File: config.mk
export PLATFORM = sky130hd
export DESIGN_NAME = register_file
export DESIGN_NICKNAME = d
export VERILOG_FILES = /design/src/rtl/register_file.sv
export SDC_FILE = /design/constraint.sdc
export NUM_CORES = 2
export LEC_CHECK = 0
export BUFFER_PORTS_ARGS = -buffer_cell sky130_fd_sc_hd__buf_4
export CELL_PAD_IN_SITES_DETAIL_PLACEMENT = 1
export CELL_PAD_IN_SITES_GLOBAL_PLACEMENT = 2
export CORE_MARGIN = 10
export CORE_UTILIZATION = 47
export CTS_CLUSTER_SIZE = 25
export DETAILED_ROUTE_END_ITERATION = 8
export PLACE_DENSITY_LB_ADDON = 0.1
export SKIP_LAST_GASP = 1
export SLEW_MARGIN = 10
export SYNTH_ARGS = -nofsm -noshare
export SYNTH_HDL_FRONTEND = slang
export SYNTH_SLANG_ARGS = --single-unit
File: constraint.sdc
create_clock -name clk_in -period 48.1 [get_ports clk_in]
set_clock_uncertainty 0.15 [all_clocks]
set_input_delay 9.62 -clock clk_in [delete_from_list [all_inputs] [get_ports clk_in]]
set_output_delay 9.62 -clock clk_in [all_outputs]
set_load 0.05 [all_outputs]
File: src/rtl/register_file.sv
// Architectural register file with rename tags. It stores committed values and
// the ROB id of each register's youngest in-flight producer, and answers two operand queries.
module register_file #(
    parameter int XLEN     = 32,
    parameter int ROB_ID_W = 5
) (
    input  logic                clk_in,
    input  logic                rst_in,
    input  logic                rdy_in,
    input  logic                _clear,
    input  logic                _rf_launch_ready,
    input  logic [ROB_ID_W-1:0] _rf_launch_rob_id,
    input  logic [4:0]          _rf_launch_register_id,
    input  logic                _rf_commit_ready,
    input  logic [ROB_ID_W-1:0] _rf_commit_rob_id,
    input  logic [4:0]          _rf_commit_register_id,
    input  logic [XLEN-1:0]     _rf_commit_value,
    input  logic [4:0]          _ask_rd_1,
    input  logic [4:0]          _ask_rd_2,
    output logic [ROB_ID_W-1:0] _dep_rd_1,
    output logic [ROB_ID_W-1:0] _dep_rd_2,
    output logic [XLEN-1:0]     _dep_value_1,
    output logic [XLEN-1:0]     _dep_value_2
);

    localparam int NUM_REGS = 32;

    logic [XLEN-1:0]     val [NUM_REGS];
    logic [ROB_ID_W-1:0] dep [NUM_REGS];

    logic commit_live;
    logic launch_live;
    logic commit_owns;

    assign commit_live = _rf_commit_ready && (_rf_commit_register_id != 5'd0);
    assign launch_live = _rf_launch_ready && !_clear && (_rf_launch_register_id != 5'd0);
    assign commit_owns = (dep[_rf_commit_register_id] == _rf_commit_rob_id);

    // Entry 0 is never written, so x0 stays zero without extra gating.
    // Later assignments win: clear beats the commit tag release, and launch beats commit.
    always_ff @(posedge clk_in or posedge rst_in) begin
        if (rst_in) begin
            for (int i = 0; i < NUM_REGS; i++) begin
                val[i] <= '0;
                dep[i] <= '0;
            end
        end else if (rdy_in) begin
            if (commit_live) begin
                val[_rf_commit_register_id] <= _rf_commit_value;
                if (commit_owns) begin
                    dep[_rf_commit_register_id] <= '0;
                end
            end
            if (_clear) begin
                for (int i = 0; i < NUM_REGS; i++) begin
                    dep[i] <= '0;
                end
            end else if (launch_live) begin
                dep[_rf_launch_register_id] <= _rf_launch_rob_id;
            end
        end
    end

    // Queries see committing values immediately, but never a same-cycle launch,
    // so an instruction cannot end up waiting on itself.
    always_comb begin
        _dep_rd_1    = dep[_ask_rd_1];
        _dep_value_1 = val[_ask_rd_1];
        if (commit_live && (_rf_commit_register_id == _ask_rd_1) &&
            (dep[_ask_rd_1] == _rf_commit_rob_id)) begin
            _dep_rd_1    = '0;
            _dep_value_1 = _rf_commit_value;
        end
        if (_ask_rd_1 == 5'd0) begin
            _dep_rd_1    = '0;
            _dep_value_1 = '0;
        end
    end

    always_comb begin
        _dep_rd_2    = dep[_ask_rd_2];
        _dep_value_2 = val[_ask_rd_2];
        if (commit_live && (_rf_commit_register_id == _ask_rd_2) &&
            (dep[_ask_rd_2] == _rf_commit_rob_id)) begin
            _dep_rd_2    = '0;
            _dep_value_2 = _rf_commit_value;
        end
        if (_ask_rd_2 == 5'd0) begin
            _dep_rd_2    = '0;
            _dep_value_2 = '0;
        end
    end

endmodule

* After elaboration in Yosys (flattened, before gate mapping)
Index checks and enable logic that the tools add are counted.
** Operators by class
- $add $sub $neg :: 0
- Multipliers :: 0
- Divide/modulo/power cells :: 0
- $lt $le $gt $ge :: 6
- Equality and inequality tests :: 5
- Shifts and indexed selects :: 0
- Multiplexer cells :: 36
- Bitwise operators :: 6
- Reductions and logical operators :: 15
** Operator list (count)
- $bwmux W1024 :: 1
- $mux W160 :: 5
- $bmux W32 S5 :: 2
- $mux W32 :: 9
- $and A160 B160 Y160 :: 1
- $bwmux W160 :: 1
- $demux W32 S5 :: 1
- $not A160 Y160 :: 1
- $bmux W5 S5 :: 3
- $mux W5 :: 12
- $demux W5 S5 :: 2
- $eq A5 B5 Y1 :: 5
- $ge A6 B6 Y1 const B :: 4
- $not A5 Y6 :: 4
- $lt A6 B1 Y1 const B :: 2
- $logic_not A5 Y1 :: 2
- $reduce_bool A5 Y1 :: 2
- $logic_and A1 B1 Y1 :: 9
- $reduce_and A2 Y1 :: 1
- $logic_not A1 Y1 :: 1
** Storage, ports and cells
- Flip-flop bits (word level) :: 1184
- Latch bits :: 0
- Memory bits (writable) :: 0
- Bits in read-only memories :: 0
- Input bits :: 68
- Output and inout port bits :: 74
- Word-level logic and storage cells :: 132
- Memories :: 0

* Depth between registers and ports, before layout
- Depth in word-level cells :: 13
- Mapped depth :: 14
- Mapped depth without buffers :: 8

* Worst setup path after synthesis
OpenSTA, ideal clock, no wires.
- Path kind :: in2out
- Start point :: input port _ask_rd_2[2]
- End point :: output port _dep_value_2[11]
- Arrival time :: 12.962 ns
- Required time :: 38.330 ns
- Setup slack :: 25.368 ns
- Stages :: 12
- Path buffers :: 4
- Path through :: buf_2 > buf_1 > mux4_2 > mux2i_1 > o22ai_1 > nor3_2 > xor2_1 > o2111ai_2 > or2_1 > buf_2 > buf_6 > a211oi_1
** On the way
- Cells in the longest elaborated chain, start to end :: 8
- Elaborated cells on any way between the ends :: 14
- Classes of those cells :: eq/ne: 2; mux: 8; bitwise: 1; reduce/logical: 3
** Ends and longest elaborated chain
- start, declared :: RTL line 19 : input logic [4:0] _ask_rd_2,
- $not A5 Y6 (implied by the code) :: RTL line 82, 84
- $bmux W5 S5 :: RTL line 84 : (dep[_ask_rd_2] == _rf_commit_rob_id)) begin
- $mux W5 (implied by the code) (2 in a row) :: RTL line 84
- $eq A5 B5 Y1 :: RTL line 84
- $logic_and A1 B1 Y1 :: RTL line 83 : if (commit_live && (_rf_commit_register_id == _ask_rd_2) &&
- $mux W32 :: RTL line 83
- $mux W32 (*) :: RTL line 88 : if (_ask_rd_2 == 5'd0) begin
- end, declared :: RTL line 23 : output logic [XLEN-1:0] _dep_value_2
Mark *: on every way between the ends. The rest lies on a longest branch, timed or not. The select of a mux whose other input is x is not followed.

* Final worst setup path
- Start point :: input port _ask_rd_2[0]
- End point :: output port _dep_value_2[16]
The elaborated chain is that of the path after synthesis.

==> impl_results.md <==
- Status: completed
- Residual DRC count: 0
- RSZ-0062 raised after global routing: false
- Critical Path AT: 16.63 ns
- Worst r2r src: dep[2]
- Count of input and output buffers: 141
- Post-synthesis sequential area ratio: 0.452
- GRT busiest layer: met2
- Final Hold Viols: 0
- Die width: 394 µm
- 1st-pass router iterations: 5
- GPL Wtd Cong: 0.896
- CTS root buffer: clkbuf_16
- Maxcap violations: 0
- Mapped Avg Cell Area: 15.2 µm²
- Main synth FF type: dfrtp_1
- GRT Total Usage: 0.285
- Final-report max-slew violation count: 0
- H-tree depth: 4
- TritonCTS clock tree: done
- Distinct cells, synth: 67
- Post-layout net count: 4,296
- Hold Crit Class: reg -> reg
- Yosys top cell area share: 0.452
- CP required: 38.33 ns
- Diodes inserted: 0
- Top cell by count, worst path: buf_4
- Crit path cell chain: buf_8 -> buf_4 -> buf_4 -> buf_4 -> mux4_2 -> mux2i_1 -> mux2i_1 -> o22ai_1 -> xor2_1 -> nand2_2 -> buf_4 -> or2_4 -> a211oi_1 -> buf_4
- Vias: 42.2k
- Worst hold path depth: 0
- DRT iter0 DRCs: 4,081
- Post-CTS setup buffers: 0
- Critical-path top delay cell: buf_4
- Largest net degree at the start of global routing: 172
- Critical path type: in -> out
- Pwr/cell area: 37.9 mW/mm²
- Critical path fanouts, max: 61
- Clock period minus final worst setup slack: 26.40 ns
- Leakage power: 0.0309 µW
- Die Footprint: 0.155 mm²
- Largest stage delay on the critical path: 0.89 ns
- Setup crit end kind: output port
- Detailed Route WL: 222 mm
- Initial antenna violation count: 3
- Clock transition at the registers of the reported paths: 0.05 ns
- Number of global-route vias before repair: 45.2k
- Clk buf depth: 3
- Wire per inst: 35.8 µm
- Critical path startpoint category: primary input
- Worst vdd ir: 0.0310 mV
- Chip Height: 394 µm
- Core ar.: 0.139 mm²
- #FFs+latches synth: 1,184
- Total power: 2750 µW
- Highest clock rate: 0.0379 GHz
- Starting density of the core: 0.472
- RR Endpoint: dep[29]
- TritonCTS Buffers: 137
- Most frequent cells in the layout: dfrtp_1 (1,184), mux2_2 (999), mux4_2 (731), buf_4 (229), nand2_1 (178)
- Most common cell after layout, fill and taps aside: dfrtp_1
- Synth Cell Area: 0.0656 mm²
- Routing usage on met3: 0.0504
- Slew headroom: 0.175
- Flop2flop setup slack: 44.22 ns
- Worst-Margin Slew: 1.23 ns
- Synth Instances: 4,325
- Num rows: 137
- IO Count: 142
- Tcrit/Tclk final: 0.549
- Share of post-route cells with drive strength above 1: 0.519
- Overflow after GRT: 0
- Clk_lat worst skew: 0.78 ns
- Hold Path End: val[999]
- CTS sink cnt: 1,184
- Leading post-synthesis cells by cell area: dfrtp_1 (45%), mux4_2 (25%), mux2_2 (17%)
- M2 GR Usage: 0.452
- Syn nets: 4,393
- Area Growth Syn to Fin: 10.7%
- Final setup violation count: 0
- Post-CTS resize count: 0
- Largest area contributor in the netlist: dfrtp_1
- First-pass GRT wire length: 328 mm
- Reg2Reg Depth: 7
- Sum Neg Setup Slack: 0 ns
- EDFF count, synth: 0
- Post-synthesis async set-or-reset flop share: 1.00
- Hold path start: val[999]
- Routing usage on met1: 0.397
- CTS Hold Bufs: 0
- Vias per std cell: 6.80
- Yosys warns: 0
- DP Wirelength: 125 mm
- Routed Antenna Nets: 0
layout make-up:
| class | instances | area (µm²) |
|---|---|---|
| Fill cell | 12900 | 66400 |
| Clock buffer | 203 | 4080 |
| Tap cell | 1876 | 2350 |
| Sequential cell | 1184 | 29600 |
| Timing Repair Buffer | 238 | 1860 |
| Inverter | 24 | 104 |
| Multi-Input combinational cell | 2643 | 34200 |
| Clock inverter | 34 | 497 |
Yosys cell counts, drive strengths merged (7+ instances only):
library cell / count
dfrtp: 1184
mux2: 1001
mux4: 731
clkbuf: 337
nand2: 179
buf: 137
o2bb2ai: 135
mux2i: 124
nor2: 84
nor3: 46
a22oi: 39
a211oi: 32
nand3: 26
a21oi: 24
nor2b: 23
inv: 22
o22ai: 20
nor4: 17
o21ai: 16
nand2b: 13
nand4: 13
o31ai: 13
xnor2: 11
and2: 10
xor2: 10
o2111ai: 7
logic make-up (layout without fill, tap and decap cells):
| family | after synthesis | in the layout | synth area share |
|---|---|---|---|
| AO/OA/AOI/OAI | 324 | 324 | 0.0400 |
| multiplexers | 1856 | 1856 | 0.442 |
| AND/OR/NAND/NOR | 442 | 442 | 0.0318 |
| buffers and inverters | 498 | 499 | 0.0321 |
| XOR/XNOR | 21 | 21 | 0.00280 |
| flip-flops | 1184 | 1184 | 0.452 |
worst max-delay path: cells and delay by family:
| kind | cells | cell delay [ns] |
|---|---|---|
| compound gates | 2 | 0.72 |
| xor+xnor | 1 | 0.17 |
| buf+inv | 6 | 3.47 |
| mux | 3 | 0.88 |
| simple gates | 2 | 1.39 |
state kept, by name, indices dropped and copies added, names as in the netlist:
name and flops:
val 1024, dep 160
stage by stage:
step                      instances  cell area (µm²)  hold slack [ns]  worst slack [ns]   util
final                          6202            72700            0.245             21.70  0.523
after global routing           6202            72700            0.256             21.29  0.523
after CTS                      6202            72700            0.247             21.64  0.523
after detailed placement       5965            68100            0.234             21.67  0.490
after global placement         5965            68100            0.226             21.69  0.490
after floorplan                4325            65600            0.291              4.98      -
power by group:
| part | switching, µW | leakage, µW | internal, µW |
|---|---|---|---|
| sequential | 82.0 | 0.0159 | 1110 |
| combinational | 232 | 0.0128 | 256 |
| clock | 444 | 0.00226 | 632 |
routing by layer:
layer / wire length (µm) / up-vias
li1: - / 16700
met1: 94600 / 23500
met2: 106000 / 1521
met3: 13800 / 401
met4: 7880 / 2
met5: 13 / -
worst max-delay path by stage:
stage | startpoint | to | slack, ns | depth (start not counted)
global placement | _ask_rd_2[0] | _dep_value_2[18] | 21.69 | 14
floorplan | rst_in | dep[0] | 4.98 | 1
finish | _ask_rd_2[0] | _dep_value_2[16] | 21.70 | 14
CTS | _ask_rd_2[0] | _dep_value_2[16] | 21.64 | 14
global route | _ask_rd_2[0] | _dep_value_2[16] | 21.29 | 14
detailed placement | _ask_rd_2[0] | _dep_value_2[16] | 21.67 | 14
(Power assumes the default switching activity.)
